[src/rtl/controle_pkg.sv]
// Shared types and helpers for the multichannel lighting/load controller.
package controle_pkg;

    typedef enum logic [2:0] {
        LDA   = 3'd0,
        LLA   = 3'd1,
        LHOLD = 3'd2,
        LDM   = 3'd3,
        LMON  = 3'd4
    } state_t;

    function automatic int timer_width(input int hold);
        int w;
        w = $clog2(hold + 1);
        return (w < 1) ? 1 : w;
    endfunction

endpackage

[src/rtl/controle_canal.sv]
// One controller channel: button edge detect, auto/manual FSM, hold-off timer, output decode.
// Optional CONTROLE_ALL_OFF_EN adds a synchronous all_off override input.
module controle_canal
    import controle_pkg::*;
#(
    parameter int HOLD_CYC = 1000
) (
    input  logic clk,
    input  logic rst,
    input  logic mode_btn,
    input  logic man_btn,
    input  logic auto_off,
    input  logic auto_on,
`ifdef CONTROLE_ALL_OFF_EN
    input  logic all_off,
`endif
    output logic enable,
    output logic led,
    output logic saida
);

    localparam int TW = timer_width(HOLD_CYC);
    localparam logic [TW-1:0] LOAD = (HOLD_CYC > 0) ? TW'(HOLD_CYC - 1) : '0;

    state_t          state, state_nx;
    logic [TW-1:0]   timer, timer_nx;
    logic            mode_q, man_q;
    logic            mode_rise, man_rise;

    assign mode_rise = mode_btn & ~mode_q;
    assign man_rise  = man_btn & ~man_q;

    always_ff @(posedge clk or negedge rst) begin
        if (!rst) begin
            state  <= LDA;
            timer  <= '0;
            mode_q <= 1'b0;
            man_q  <= 1'b0;
        end else begin
            state  <= state_nx;
            timer  <= timer_nx;
            mode_q <= mode_btn;
            man_q  <= man_btn;
        end
    end

    always_comb begin
        state_nx = state;
        timer_nx = timer;
        case (state)
            LDA: begin
                if (mode_rise)    state_nx = LDM;
                else if (auto_on) state_nx = LLA;
            end
            LLA: begin
                if (mode_rise) begin
                    state_nx = LDM;
                end else if (auto_off && !auto_on) begin
                    if (HOLD_CYC == 0) begin
                        state_nx = LDA;
                    end else begin
                        state_nx = LHOLD;
                        timer_nx = LOAD;
                    end
                end
            end
            LHOLD: begin
                if (mode_rise) begin
                    state_nx = LDM;
                end else if (auto_on) begin
                    state_nx = LLA;
                    timer_nx = '0;
                end else if (timer == '0) begin
                    state_nx = LDA;
                end else begin
                    timer_nx = timer - 1'b1;
                end
            end
            LDM: begin
                if (mode_rise)     state_nx = auto_on ? LLA : LDA;
                else if (man_rise) state_nx = LMON;
            end
            LMON: begin
                if (mode_rise)     state_nx = auto_on ? LLA : LDA;
                else if (man_rise) state_nx = LDM;
            end
            default: begin
                state_nx = LDA;
                timer_nx = '0;
            end
        endcase
`ifdef CONTROLE_ALL_OFF_EN
        // Edge registers keep sampling, so held buttons do not fire on release.
        if (all_off) begin
            state_nx = LDA;
            timer_nx = '0;
        end
`endif
    end

    always_comb begin
        enable = 1'b0;
        led    = 1'b0;
        saida  = 1'b0;
        case (state)
            LLA, LHOLD: begin
                enable = 1'b1;
                saida  = 1'b1;
            end
            LDM: led = 1'b1;
            LMON: begin
                led   = 1'b1;
                saida = 1'b1;
            end
            default: ;
        endcase
    end

endmodule

[src/rtl/controle_multicanal.sv]
// N-channel controller top: channel instances plus a registered count of active outputs.
// Optional CONTROLE_ALL_OFF_EN adds the all_off input broadcast to every channel.
module controle_multicanal
    import controle_pkg::*;
#(
    parameter int N_CH     = 4,
    parameter int HOLD_CYC = 1000
) (
    input  logic                       clk,
    input  logic                       rst,
    input  logic [N_CH-1:0]            mode_btn,
    input  logic [N_CH-1:0]            man_btn,
    input  logic [N_CH-1:0]            auto_off,
    input  logic [N_CH-1:0]            auto_on,
`ifdef CONTROLE_ALL_OFF_EN
    input  logic                       all_off,
`endif
    output logic [N_CH-1:0]            enable,
    output logic [N_CH-1:0]            led,
    output logic [N_CH-1:0]            saida,
    output logic [$clog2(N_CH+1)-1:0]  on_count
);

    localparam int CW = $clog2(N_CH + 1);

    logic [CW-1:0] count_nx;

    for (genvar i = 0; i < N_CH; i++) begin : g_canal
        controle_canal #(
            .HOLD_CYC (HOLD_CYC)
        ) u_canal (
            .clk      (clk),
            .rst      (rst),
            .mode_btn (mode_btn[i]),
            .man_btn  (man_btn[i]),
            .auto_off (auto_off[i]),
            .auto_on  (auto_on[i]),
`ifdef CONTROLE_ALL_OFF_EN
            .all_off  (all_off),
`endif
            .enable   (enable[i]),
            .led      (led[i]),
            .saida    (saida[i])
        );
    end

    always_comb begin
        count_nx = '0;
        for (int i = 0; i < N_CH; i++) begin
            count_nx = count_nx + CW'(saida[i]);
        end
    end

    always_ff @(posedge clk or negedge rst) begin
        if (!rst) on_count <= '0;
        else      on_count <= count_nx;
    end

endmodule

[config.mk]
export PLATFORM = sky130hd
export DESIGN_NAME = controle_multicanal
export DESIGN_NICKNAME = d
export VERILOG_FILES = /design/src/rtl/controle_pkg.sv /design/src/rtl/controle_canal.sv /design/src/rtl/controle_multicanal.sv
export SDC_FILE = /design/constraint.sdc
export NUM_CORES = 1
export LEC_CHECK = 0
export ABC_AREA = 1
export BUFFER_PORTS_ARGS = -buffer_cell sky130_fd_sc_hd__clkbuf_2
export CAP_MARGIN = 20
export CORE_MARGIN = 2
export CORE_UTILIZATION = 35
export CTS_CLUSTER_SIZE = 16
export DETAILED_ROUTE_END_ITERATION = 8
export GPL_TIMING_DRIVEN = 0
export HOLD_SLACK_MARGIN = 0.08
export PLACE_DENSITY = 0.51
export SLEW_MARGIN = 15
export SYNTH_ARGS = -nofsm -noshare
export SYNTH_HDL_FRONTEND = slang
export SYNTH_SLANG_ARGS = --single-unit
[constraint.sdc]
create_clock -name clk -period 2.67 [get_ports clk]
set_input_delay 0.267 -clock clk [delete_from_list [all_inputs] [get_ports clk]]
set_output_delay 0.267 -clock clk [all_outputs]
set_load 0.05 [all_outputs]
==> results of run 1 <==
how the worst min path moves through the flow:
stage / start / end / slack (ns)
final: auto_on[3] / g_canal[3].u_canal.timer[2] / 0.36
after global routing: auto_on[3] / g_canal[3].u_canal.timer[0] / 0.38
after CTS: auto_on[3] / g_canal[3].u_canal.timer[2] / 0.34
after detailed placement: rst / g_canal[2].u_canal.state[1] / 0.21
after global placement: mode_btn[1] / g_canal[1].u_canal.mode_q / 0.39
after floorplan: rst / g_canal[0].u_canal.man_q / -0.03
cell type report:
class / instances / share of cell area, %
Tap cell: 172 / 4.08
Clock buffer: 11 / 4.80
Clock inverter: 5 / 1.07
Buffer: 20 / 3.18
Multi-Input combinational cell: 514 / 45.6
Timing Repair Buffer: 42 / 5.32
Sequential cell: 63 / 29.9
Inverter: 84 / 6.03
metal layers:
layer | GRT usage, % | wire length (µm) | vias up
met5 | 0 | 0 | -
met4 | 5.18 | 78 | 0
met3 | 4.53 | 343 | 6
met2 | 26.4 | 4710 | 56
met1 | 22.1 | 5190 | 1895
li1 | - | - | 2232
cells in the mapped netlist (all sizes together):
cell type  number  area share [%]
a21oi           9             1.1
buf            19             3.7
clkbuf          1           0.084
dfrtp          63              35
fa              1            0.45
ha              6             1.7
inv            84             7.1
nand2         270              24
nand2b          1            0.14
nand3          82             9.9
nand3b          2            0.34
nand4           8             1.3
nor2           86             8.4
nor2b           1            0.14
nor3            2            0.48
o211ai          1            0.17
o21ai          32             3.8
o21bai          4            0.67
o22ai           2            0.28
o31ai           3            0.50
or2             1            0.14
xnor2           2            0.39
xor2            1            0.20
report_power, final:
group          switching, W  leakage [nW]  internal [W]
sequential         0.000384         0.807       0.00134
clock              0.000448         0.152      0.000771
combinational       0.00319          1.95       0.00166
kinds of logic (layout without fill, tap and decap cells):
family                     after synthesis  in the layout  share of synthesized area (%)
and+or+nand+nor                        453            453                           44.5
buffers and inverters                  104            162                           10.9
DFF                                     63             63                           35.3
AOI/OAI and AO/OA                       51             51                           6.56
adders and majority gates                7              7                           2.13
xor gates and xnor gates                 3              3                          0.589
layout by cell type, fill, tap and decap left out, drive strengths merged, types with 8 or more instances in the layout:
cell           n
nand3         82
o21ai         32
a21oi          9
buf           20
clkbuf        44
nand2        270
dlygate4sd3    9
nand4          8
inv           84
dfrtp         63
nor2          86
worst min-delay path, cell delays in order:
cell and delay [ns]:
sky130_fd_sc_hd__clkbuf_2 0.18, sky130_fd_sc_hd__o31ai_1 0.10, sky130_fd_sc_hd__nand2_1 0.06, sky130_fd_sc_hd__nand2_1 0.04
flip-flops by register name (all words and copies together) (netlist names):
name	count
g_canal.u_canal.man_q	4
g_canal.u_canal.mode_q	4
g_canal.u_canal.state	12
g_canal.u_canal.timer	40
on_count	3
per-stage QoR:
stage / cell area (µm²) / hold slack (ns) / utilization (%) / total power [W]
detailed placement: 4870 / 0.207 / 38.9 / 0.00660
floorplan: 4460 / -0.0286 / - / 0.00555
global placement: 4840 / 0.391 / 38.7 / 0.00655
global route: 5270 / 0.381 / 42.1 / 0.00862
CTS: 5270 / 0.343 / 42.1 / 0.00789
finish: 5270 / 0.356 / 42.1 / 0.00779
what timing repair did:
action                    CTS  global route
hold buffers                9             0
resized for setup           0             0
setup buffers               0             0
hold endpoints to repair   25             0
==> results, run 1 <==
- The run finished with clean final reports.
- In this run, CTS created clock tree buffers numbering 9.
- The final routed wire length divided by cell count is 11.3 µm.
- The final-report hold violation count is 0.
- The setup slack of the most critical reg-to-reg path is 0.29 ns.
- The clock-pin slew of the registers on the worst-case setup and hold paths is 0.06 ns.
- In this run the worst setup path terminates at on_count[1].
- In the final layout, flip-flops and latches occupy 1580 µm².
- The total number of yosys warnings is 0.
- The CTS tree is built.
- Among all stages on the critical path, the largest delay is contributed by sky130_fd_sc_hd__fa_1.
- The cell family contributing the most delay on the critical path is adder cells.
- The detailed-route vias per instance is 4.60.
- The count of pins on the block boundary is 33.
- The die covers 13700 µm².
- Setup repair after global routing left no endpoint under its margin.
- Among the stages of the critical path, the cell type that occurs most often is sky130_fd_sc_hd__ha_1.
- The starting density of the core is 35.7%.
- In this run the worst setup path begins at g_canal[3].u_canal.state[2].
- The antenna violation net count after detailed routing is 0.
- The number of antenna violations at the first check in global routing is 0.
- The count of cells along the worst register-to-register path is 7.
- The largest net degree at the start of global routing is 47.
- The number of synthesized register bits is 63.
- The fraction of layout instances using a drive strength above 1 is 15.0%.
- The height of the die is 117 µm.
- The layout has 1344 filler cells.
- The count of input and output buffers is 32.
- The number of maximum-capacitance violations is 0.
- The TritonCTS sink count is 63.
- Synthesis produced a netlist with a net count of 706.
- The final worst clock skew is 0.00571 ns.
- The first TritonRoute pass finished after 4 iterations.
- Along the worst hold path, the cell count comes to 4.
- The floorplan has 41 rows.
- The endpoint type of the worst setup path is a flip-flop.
- The final setup violation count is 0.
- The time the final worst path needs with I/O delays and setup is 2.38 ns.
- The share of the cycle needed by the critical path after routing is 89.2%.
- The endpoint of the worst-slack reg-to-reg timing path is on_count[1].
- The multi-input gate area in the final layout is 2400 µm².
- Traced cell by cell, the critical path runs through inv_1, nand3_2, clkbuf_1, nand3_1, fa_1, ha_1, ha_1.
- The setup total negative slack is 0 ns.
- The final max-slew violation count was 0.
- The worst pin sits at a relative slew slack of 63.9%.
- The clock reaches the later pin of the worst-skew pair after 0.34 ns.
- Timing analysis after detailed placement gives a worst setup slack of 0.271 ns.
- For this run, the number of standard cells in the final layout without fillers is 911.
- The tightest min-delay check is of the in -> reg type.
- Compared with the post-synthesis result, the final layout area differs by 18.0%.
- The data arrival time of the critical path is 2.60 ns.
- The synthesized netlist contains 39 unique library cells.
- The largest stage delay on the critical path is 0.51 ns.
- Global routing finished with a remaining overflow of 0.
- The worst-case setup margin in the final layout is 0.288 ns.
- In this run the horizontal extent of the chip is 117 µm.
- The cell count after synthesis came out at 681.
- The share of synthesized area occupied by flip-flops and latches is 35.3%.
- The congestion estimate from routability-driven global placement came to 0.829.
- The average instance area after synthesis is 6.56 µm².
- The count of placed standard cells including taps is 886.
- The repair_antennas step left the layout with diodes totalling 0.
- Data on the critical path is required at its endpoint by 2.89 ns.
- The path length in cells of the critical path is 7.
- The worst setup path is of the reg -> reg kind.
- Across all layers, the routed design uses 4189 vias.
- The global-route wire length before repair is 17900 µm.
- The buffer cell driving the clock tree root is sky130_fd_sc_hd__clkbuf_16.
- The transition time of the tightest slew-check pin is 0.539 ns.
- The peak fanout along the critical path is 10.
- VDD sags by at most 0.00103 V.
- In the routed design, unresolved DRC markers number 0.
- The number of global-route vias before repair is 3940.
- The kind of start point of the critical path is a flip-flop.
- The detailed router finished its first iteration with 249 violations.
- Power spread over the standard cell area amounts to 1480 nW/µm².
- The analysis attributes to cell leakage a power of 2.90 nW.
- The startpoint of the most critical register-to-register path is g_canal[3].u_canal.state[2].
- The clock passes through at most 2 buffers.
- For this run, the total global-route usage over all layers was measured as 16.6%.
- The number of nets in the layout is 759.
- The sum of buffers and inverters on the critical path is 2.
- The placed wire-length estimate is 7440 µm.
- The core area is 12500 µm².
- The final wirelength is 10300 µm.
- The number of levels in the clock H-tree is 3.
- Timing would allow up to 0.420 GHz.
- The synthesized netlist occupies a cell area of 4460 µm².
No activity file was read; power rests on OpenSTA's default activity.
==> run 2: changes to the inputs <==
- BUFFER_PORTS_ARGS: -buffer_cell sky130_fd_sc_hd__clkbuf_2 -> -buffer_cell sky130_fd_sc_hd__buf_2
- MAX_ROUTING_LAYER: default -> met4
- PLACE_DENSITY: 0.51 -> 0.59
==> run 2 against run 1 <==
Count of clock-buffer cells in the layout unchanged. Largest cell class unchanged. Global-route usage decreased by 0.27 points. Critical path depth unchanged. Maximum frequency increased by 0.20%. Register-to-register slack about the same. Cell count unchanged. Sequential power about the same.
==> results, run 2 (synthesized netlist as in run 1, its figures left out) <==
- RSZ-0062 raised after global routing: false (unchanged).
- The DRC violation total after the first TritonRoute iteration is 230 (was 249).
- The clock latency reported for the late side of the worst-skew pair is 0.33 ns (was 0.34 ns).
- The number of detailed-route iterations in the first pass came to 4 (unchanged).
- The count of placed standard cells including taps is 886 (unchanged).
- The post-detailed-route DRC marker count is 0 (unchanged).
- The count of pins on the block boundary is 33 (unchanged).
- The count of input and output buffers is 32 (unchanged).
- The detailed-route vias per instance is 4.69 (was 4.60).
- The height of the die is 117 µm (unchanged).
- Most frequent cells in the layout: sky130_fd_sc_hd__nand2_1, sky130_fd_sc_hd__nor2_1, sky130_fd_sc_hd__nand3_1, sky130_fd_sc_hd__inv_1, sky130_fd_sc_hd__dfrtp_1 (unchanged).
- Run status: finished clean (unchanged).
- The number of non-filler instances in the completed layout came to 911 (unchanged).
- The setup total negative slack came to 0 ns (unchanged).
- The most common cell after layout, fill and taps aside was sky130_fd_sc_hd__nand2_1 (unchanged).
- The sum of internal, switching and leakage power was 0.00777 W (was 0.00779 W).
- The residual overflow from global routing is 0 (unchanged).
- The total CTS buffers came to 9 (unchanged).
- The transition time of the tightest slew-check pin came to 0.549 ns (was 0.539 ns).
- The final RePlAce weighted congestion came to 0.876 (was 0.829).
- The area added between synthesis and finish was 18.2% (was 18.0%).
- The antenna violation net count after detailed routing is 0 (unchanged).
- The number of maximum-capacitance violations is 0 (unchanged).
- The core area was 12500 µm² (unchanged).
- The number of diodes came to 0 (unchanged).
- The leakage power of the design is 2.90 nW (about the same).
- The starting density of the core is 35.7% (unchanged).
- The overall routing resource usage came to 16.3% (was 16.6%).
- The final routed wire length divided by cell count is 10.9 µm (was 11.3 µm).
- The width of the die is 117 µm (unchanged).
- The final max-slew violation count is 0 (unchanged).
- The final worst clock skew is 0.00770 ns (was 0.00571 ns).
- The top register by number of flip-flops is g_canal.u_canal.timer (unchanged).
- The category of the critical setup timing path is reg -> reg (unchanged).
- The number of global-route vias before repair is 3964 (was 3940).
- The number of core rows is 41 (unchanged).
- The kind of start point of the critical path is a flip-flop (unchanged).
- The largest net degree at the start of global routing came to 41 (was 47).
- The headroom to the max-slew limit is 63.3% (was 63.9%).
- The number of nets in the layout was 759 (unchanged).
- The global-route wire length before repair is 17500 µm (was 17900 µm).
- Chain of cells forming the critical path: inv_1, nand3_2, clkbuf_1, nand3_1, fa_1, ha_1, ha_1 (unchanged).
- The highest ir drop seen on vdd is 0.00114 V (was 0.00103 V).
- The worst path required time is 2.88 ns (was 2.89 ns).
- The peak fanout along the critical path is 10 (unchanged).
- The fmax is 0.421 GHz (was 0.420 GHz).
- The TritonCTS sink count is 63 (unchanged).
- The cell with the largest stage delay on the worst path is sky130_fd_sc_hd__fa_1 (unchanged).
- Registers with the highest flip-flop counts: g_canal.u_canal.timer (40), g_canal.u_canal.state (12) (unchanged).
- The CTS tree is built (unchanged).
- The path category of the worst min-delay check is in -> reg (unchanged).
- The number of levels in the clock H-tree came to 3 (unchanged).
- The share of the cycle needed by the critical path after routing was 89.0% (was 89.2%).
- The number of antenna violations at the first check in global routing came to 0 (unchanged).
- The final setup violation count came to 0 (unchanged).
- The clock-pin slew of the registers on the worst-case setup and hold paths is 0.06 ns (about the same).
- The endpoint type of the worst setup path is a flip-flop (unchanged).
- The fraction of layout instances using a drive strength above 1 is 14.9% (was 15.0%).
- The total number of vias was 4272 (was 4189).
- The maximum count of clock buffers along a single path is 2 (unchanged).
- The largest stage delay on the critical path came to 0.49 ns (was 0.51 ns).
- The flip-flop count of the largest register, all copies and words added is 40 (unchanged).
- The data arrival time of the critical path is 2.58 ns (was 2.60 ns).
- The buffer cell driving the clock tree root is sky130_fd_sc_hd__clkbuf_16 (unchanged).
- The placed wire-length estimate is 7400 µm (was 7440 µm).
- The ratio of total power to cell area is 1470 nW/µm² (was 1480 nW/µm²).
- The die area is 13700 µm² (unchanged).
- The most used cell along the critical path is sky130_fd_sc_hd__ha_1 (unchanged).
- The final wirelength is 9900 µm (was 10300 µm).
- The final-report hold violation count was 0 (unchanged).
- The time the final worst path needs with I/O delays and setup is 2.38 ns (about the same).
[run 2: final cells by class]
class | count | area [µm²]
buffer | 20 | 168
clock buffer | 11 | 243
clock inverter | 5 | 81.3
fill | 1345 | 7240
inverter | 84 | 318
multi-input combinational | 514 | 2400
sequential | 63 | 1580
tap | 172 | 215
timing repair buffer | 42 | 273
[run 2: final timing paths]
kind	from	endpoint	slack (ns)	depth (start not counted)
max in group asynchronous	rst	g_canal[1].u_canal.timer[7]	1.76	3
setup reg to reg	g_canal[3].u_canal.state[2]	on_count[1]	0.29	7
hold reg to reg	g_canal[1].u_canal.timer[1]	g_canal[1].u_canal.timer[1]	0.48	2
setup / recovery	g_canal[3].u_canal.state[2]	on_count[1]	0.29	7
min in group asynchronous	rst	g_canal[0].u_canal.state[0]	0.38	2
hold / removal	auto_on[3]	g_canal[3].u_canal.timer[1]	0.34	4
[run 2: critical path, delay by kind of cell, from the launching register on]
family        cells  cell delay [ns]
fa+ha+maj         3             0.95
buf+inv           2             0.50
flops             1             0.43
simple gates      2             0.37
[run 2: what timing repair did]
item | 4_1_cts | 5_1_grt
hold buffers | 9 | 0
gates resized for setup | 0 | 0
hold endpoints to repair | 31 | 0
buffers inserted | 0 | 0
[run 2: per-layer routing]
| layer | GRT usage, % | up-vias | wire length (µm) |
|---|---|---|---|
| met5 | - | - | 0 |
| met4 | 4.55 | 0 | 121 |
| met3 | 3.04 | 11 | 360 |
| met2 | 27.2 | 77 | 4780 |
| met1 | 20.4 | 1949 | 4630 |
| li1 | - | 2235 | - |
[run 2: per-stage QoR]
| stage | worst slack [ns] | hold WS [ns] | util [%] | cell area (µm²) |
|---|---|---|---|---|
| final | 0.293 | 0.341 | 42.2 | 5280 |
| after detailed placement | 0.331 | 0.198 | 38.8 | 4860 |
| after global placement | 0.399 | 0.390 | 38.7 | 4840 |
| after floorplan | 0.716 | -0.0286 | - | 4460 |
| after global routing | 0.132 | 0.366 | 42.2 | 5280 |
| after CTS | 0.287 | 0.336 | 42.2 | 5280 |
[run 2: power by group]
part	internal [W]	leakage, nW	total (W)	switching [W]
Combinational	0.00164	1.94	0.00479	0.00315
Sequential	0.00134	0.807	0.00173	0.000389
Clock	0.000842	0.156	0.00125	0.000413
Total	0.00382	2.90	0.00777	0.00395
==> run 3: changes to the inputs <==
- ABC_AREA: 1 -> default
- CORE_UTILIZATION: 35 -> 38
- PLACE_DENSITY: 0.59 -> 0.63
- SYNTH_HIERARCHICAL: default -> 1
==> run 3 against run 2 <==
Sequential share of layout area up 3.0 points. Sequential cell count unchanged. Clock power down 28%.
==> results, run 3 <==
- The fraction of registers with async set/reset is 100% (unchanged).
- The data arrival time of the critical path was 2.68 ns (was 2.58 ns).
- The dominant cell type by area after synthesis is sky130_fd_sc_hd__dfrtp_1 (unchanged).
- The fmax was 0.409 GHz (was 0.421 GHz).
- The sum of buffers and inverters on the critical path came to 3 (was 2).
- The total number of vias came to 3713 (was 4272).
- The endpoint of the worst-slack reg-to-reg timing path is on_count[1] (unchanged).
- The buffer cell driving the clock tree root is sky130_fd_sc_hd__clkbuf_8 (was sky130_fd_sc_hd__clkbuf_16).
- The number of instances in the synthesized netlist is 473 (was 681).
- Cell types with the largest area share after synthesis: sky130_fd_sc_hd__dfrtp_1, sky130_fd_sc_hd__o21ai_0, sky130_fd_sc_hd__a21oi_1 (was sky130_fd_sc_hd__dfrtp_1, sky130_fd_sc_hd__nand2_1, sky130_fd_sc_hd__nand3_1).
- The total standard cell area after synthesis came to 4130 µm² (was 4460 µm²).
- The residual overflow from global routing is 0 (unchanged).
- The DRC violation total after the first TritonRoute iteration is 148 (was 230).
- The post-CTS repair timing setup buffer count is 0 (unchanged).
- The most congested layer reported by global routing is met2 (unchanged).
- The total number of yosys warnings was 6 (was 0).
- The fraction of layout instances using a drive strength above 1 came to 19.6% (was 14.9%).
- The number of synthesized register bits was 63 (unchanged).
- The number of core rows is 38 (was 41).
- The top register by number of flip-flops is g_canal.u_canal/timer (was g_canal.u_canal.timer).
- The CTS tree is built (unchanged).
- The sum of internal, switching and leakage power came to 0.00649 W (was 0.00777 W).
- The setup total negative slack is 0 ns (unchanged).
- The number of instances resized during post-cts repair is 0 (unchanged).
- The number of antenna violations at the first check in global routing is 0 (unchanged).
- The average instance area after synthesis was 8.72 µm² (was 6.56 µm²).
- The time the final worst path needs with I/O delays and setup came to 2.45 ns (was 2.38 ns).
- The worst path required time came to 2.90 ns (was 2.88 ns).
- The final setup violation count was 0 (unchanged).
- The number of nets in the layout is 550 (was 759).
- The top-area cell type share of the netlist area was 38.2% (was 35.3%).
- The count of cells along the worst register-to-register path is 8 (was 7).
- The most repeated cell in the gate-level netlist after synthesis is sky130_fd_sc_hd__dfrtp_1 (was sky130_fd_sc_hd__nand2_1).
- The final-report hold violation count was 0 (unchanged).
- The placed wire-length estimate is 6690 µm (was 7400 µm).
- The XOR/XNOR share of the synthesized area was 0.849% (was 0.589%).
- The share of power burned in registers is 25.0% (was 22.2%).
- The critical path startpoint is g_canal[0].u_canal/state[0] (was g_canal[3].u_canal.state[2]).
- The category of the critical setup timing path was reg -> reg (unchanged).
- The area added between synthesis and finish is 16.3% (was 18.2%).
- The count of input and output buffers is 32 (unchanged).
- The combinational family with the most area after synthesis was simple AND/OR/NAND/NOR gates (unchanged).
- The path length in cells of the critical path is 8 (was 7).
- The final worst clock skew came to 0.00824 ns (was 0.00770 ns).
- The multiplexer share of the synthesized area came to 2.85% (was 0%).
- The hold path startpoint is auto_on[3] (unchanged).
- The most common flop cell mapped by yosys is sky130_fd_sc_hd__dfrtp_1 (unchanged).
- The setup slack of the most critical reg-to-reg path was 0.22 ns (was 0.29 ns).
- The overall routing resource usage came to 17.9% (was 16.3%).
- The clock group share of total power is 13.9% (was 16.1%).
- The count of cell types in the netlist is 52 (was 39).
- The share of total power in combinational logic came to 61.1% (was 61.6%).
- The total of fill cells in the finished design is 1081 (was 1345).
- The worst hold path endpoint is g_canal[3].u_canal/state[0] (was g_canal[3].u_canal.timer[1]).
- Run status: finished clean (unchanged).
- The final routed wire length divided by cell count is 14.0 µm (was 10.9 µm).
- The count of placed standard cells including taps is 646 (was 886).
- The starting density of the core is 38.6% (was 35.7%).
- The die area is 11700 µm² (was 13700 µm²).
- The count of flip-flops with a built-in enable after synthesis is 0 (unchanged).
- Chain of cells forming the critical path: buf_2, or3b_2, o21ai_2, inv_1, fa_1, inv_1, ha_1, ha_1 (was inv_1, nand3_2, clkbuf_1, nand3_1, fa_1, ha_1, ha_1).
- The complex-gate fraction of the synthesized area came to 23.3% (was 6.56%).
- The final wirelength came to 9390 µm (was 9900 µm).
- The detailed-route vias per instance is 5.54 (was 4.69).
- The met3 capacity usage during global routing was 3.74% (was 3.04%).
- The total CTS buffers was 9 (unchanged).
- The global-route wire length before repair was 16300 µm (was 17500 µm).
- The path category of the worst min-delay check is in -> reg (unchanged).
- The number of levels in the clock H-tree is 3 (unchanged).
- The post-detailed-route DRC marker count was 0 (unchanged).
- The largest net degree at the start of global routing was 42 (was 41).
- The number of detailed-route iterations in the first pass is 4 (unchanged).
- The ratio of total power to cell area is 1350 nW/µm² (was 1470 nW/µm²).
- The net count of the mapped netlist is 498 (was 706).
- The height of the die is 108 µm (was 117 µm).
- The flip-flop count of the largest register, all copies and words added is 40 (unchanged).
- The peak fanout along the critical path is 10 (unchanged).
- The simple-gate area share of the yosys netlist is 25.1% (was 44.5%).
- The clock latency reported for the late side of the worst-skew pair is 0.34 ns (was 0.33 ns).
- The antenna violation net count after detailed routing is 0 (unchanged).
- The area used by sequential logic in the layout is 1580 µm² (unchanged).
- The post-route worst hold slack is 0.309 ns (was 0.341 ns).
- The met2 routing resource usage after global routing is 27.0% (was 27.2%).
- The most common cell after layout, fill and taps aside was sky130_fd_sc_hd__dfrtp_1 (was sky130_fd_sc_hd__nand2_1).
- RSZ-0062 raised after global routing: false (unchanged).
- The share of synthesized area occupied by flip-flops and latches is 38.2% (was 35.3%).
- The number of maximum-capacitance violations is 0 (unchanged).
- Commonest cells post-synth: sky130_fd_sc_hd__dfrtp_1, sky130_fd_sc_hd__o21ai_0, sky130_fd_sc_hd__a21oi_1 (was sky130_fd_sc_hd__nand2_1, sky130_fd_sc_hd__nor2_1, sky130_fd_sc_hd__nand3_1).
- The startpoint of the most critical register-to-register path is g_canal[0].u_canal/state[0] (was g_canal[3].u_canal.state[2]).
- The clock-pin slew of the registers on the worst-case setup and hold paths is 0.07 ns (was 0.06 ns).
- The final RePlAce weighted congestion came to 0.834 (was 0.876).
- The family with the most delay on the worst path is adder cells (unchanged).
- The leakage power of the design is 2.05 nW (was 2.90 nW).
- The transition time of the tightest slew-check pin is 0.682 ns (was 0.549 ns).
- The width of the die came to 108 µm (was 117 µm).
- The number of diodes is 0 (unchanged).
- The cell with the largest stage delay on the worst path is sky130_fd_sc_hd__fa_1 (unchanged).
- The final max-slew violation count is 0 (unchanged).
- The kind of start point of the critical path is a flip-flop (unchanged).
- The highest ir drop seen on vdd came to 0.000795 V (was 0.00114 V).
- The largest stage delay on the critical path was 0.53 ns (was 0.49 ns).
- The number of stages on the worst hold path came to 3 (was 4).
- Registers with the highest flip-flop counts: g_canal.u_canal/timer (40), g_canal.u_canal/state (12) (was g_canal.u_canal.timer (40), g_canal.u_canal.state (12)).
- The internal power is 0.00322 W (was 0.00382 W).
- The adder-cell share of the synthesized area is 2.30% (was 2.13%).
- Most frequent cells in the layout: sky130_fd_sc_hd__dfrtp_1, sky130_fd_sc_hd__o21ai_0, sky130_fd_sc_hd__a21oi_1, sky130_fd_sc_hd__buf_2, sky130_fd_sc_hd__nor2_1 (was sky130_fd_sc_hd__nand2_1, sky130_fd_sc_hd__nor2_1, sky130_fd_sc_hd__nand3_1, sky130_fd_sc_hd__inv_1, sky130_fd_sc_hd__dfrtp_1).
- The core area is 10700 µm² (was 12500 µm²).
- The number of global-route vias before repair came to 3523 (was 3964).
- The endpoint type of the worst setup path is a flip-flop (unchanged).
- The headroom to the max-slew limit was 54.1% (was 63.3%).
- The met1 demand-to-capacity share in global routing is 23.3% (was 20.4%).
- The number of non-filler instances in the completed layout was 670 (was 911).
- The share of the cycle needed by the critical path after routing is 91.6% (was 89.0%).
- The multi-input gate area in the final layout is 2260 µm² (was 2400 µm²).
- The net switching power came to 0.00326 W (was 0.00395 W).
- The net switching share of the total power is 50.3% (was 50.8%).
- The count of pins on the block boundary is 33 (unchanged).
- The maximum count of clock buffers along a single path was 2 (unchanged).
- The TritonCTS sink count is 63 (unchanged).
==> run 3: cell count changes in the layout (fill, tap and decap cells not counted), sizes merged, moves of 12 or more <==
cell	delta
clkbuf	+13
o21ai	+33
nor3	+23
inv	-53
nor2b	+14
nor2	-48
nand2	-257
nor4	+12
nand3	-75
a31oi	+12
a21oi	+44
==> run 3: stage by stage <==
stage,setup slack (ns),utilization [%],cell area (µm²)
6_report,0.224,44.9,4800
5_1_grt,0.0532,44.9,4800
4_1_cts,0.151,44.9,4800
3_5_place_dp,0.153,42.1,4500
3_3_place_gp,0.155,41.8,4480
2_1_floorplan,0.00499,-,4140
==> run 3: layer usage <==
metal	part of all wire, %	wire length [µm]
met1	48	4520
met4	1.5	143
met2	46	4370
met3	3.9	367
met5	0	0
==> run 3: cell families after synthesis <==
group,count (synthesis)
AOI/OAI and AO/OA,164
DFF,63
buffers and inverters,64
adders and majority gates,7
muxes,11
xor gates and xnor gates,4
and+or+nand+nor,160
==> run 3: worst register-to-register path, stage by stage (launching register included) <==
cell	delay (ns)
sky130_fd_sc_hd__dfrtp_1	0.43
sky130_fd_sc_hd__buf_2	0.20
sky130_fd_sc_hd__or3b_2	0.48
sky130_fd_sc_hd__o21ai_2	0.11
sky130_fd_sc_hd__inv_1	0.09
sky130_fd_sc_hd__fa_1	0.53
sky130_fd_sc_hd__inv_1	0.04
sky130_fd_sc_hd__ha_1	0.17
sky130_fd_sc_hd__ha_1	0.28
==> run 3: layout make-up <==
type	instances	area share, %
inverters	31	2.43
clock inverters	6	1.77
clock buffers	10	2.66
flip-flops and latches	63	32.9
well taps	140	3.65
multi-input cells	346	47.1
repair buffers	42	5.68
plain buffers	32	3.83
==> run 3: repair_timing <==
action	in CTS	in global routing
hold buffers	9	0
setup endpoints to repair	0	1
endpoints found under the hold margin	30	0
==> run 3: worst max-delay path by stage <==
stage	slack, ns	endpoint
3_5_place_dp	0.15	on_count[1]
6_report	0.22	on_count[1]
3_3_place_gp	0.16	on_count[1]
4_1_cts	0.15	on_count[1]
2_1_floorplan	0.005	g_canal[0].u_canal/state[0]
5_1_grt	0.05	on_count[1]
==> run 3: power by group through the flow <==
| stage | Combinational (W) | Clock (W) | Sequential, W |
|---|---|---|---|
| CTS | 0.00401 | 0.000947 | 0.00160 |
| global route | 0.00442 | 0.000982 | 0.00167 |
| global placement | 0.00389 | 0 | 0.00160 |
| finish | 0.00396 | 0.000900 | 0.00162 |
| floorplan | 0.00311 | 0 | 0.00161 |
| detailed placement | 0.00399 | 0 | 0.00161 |
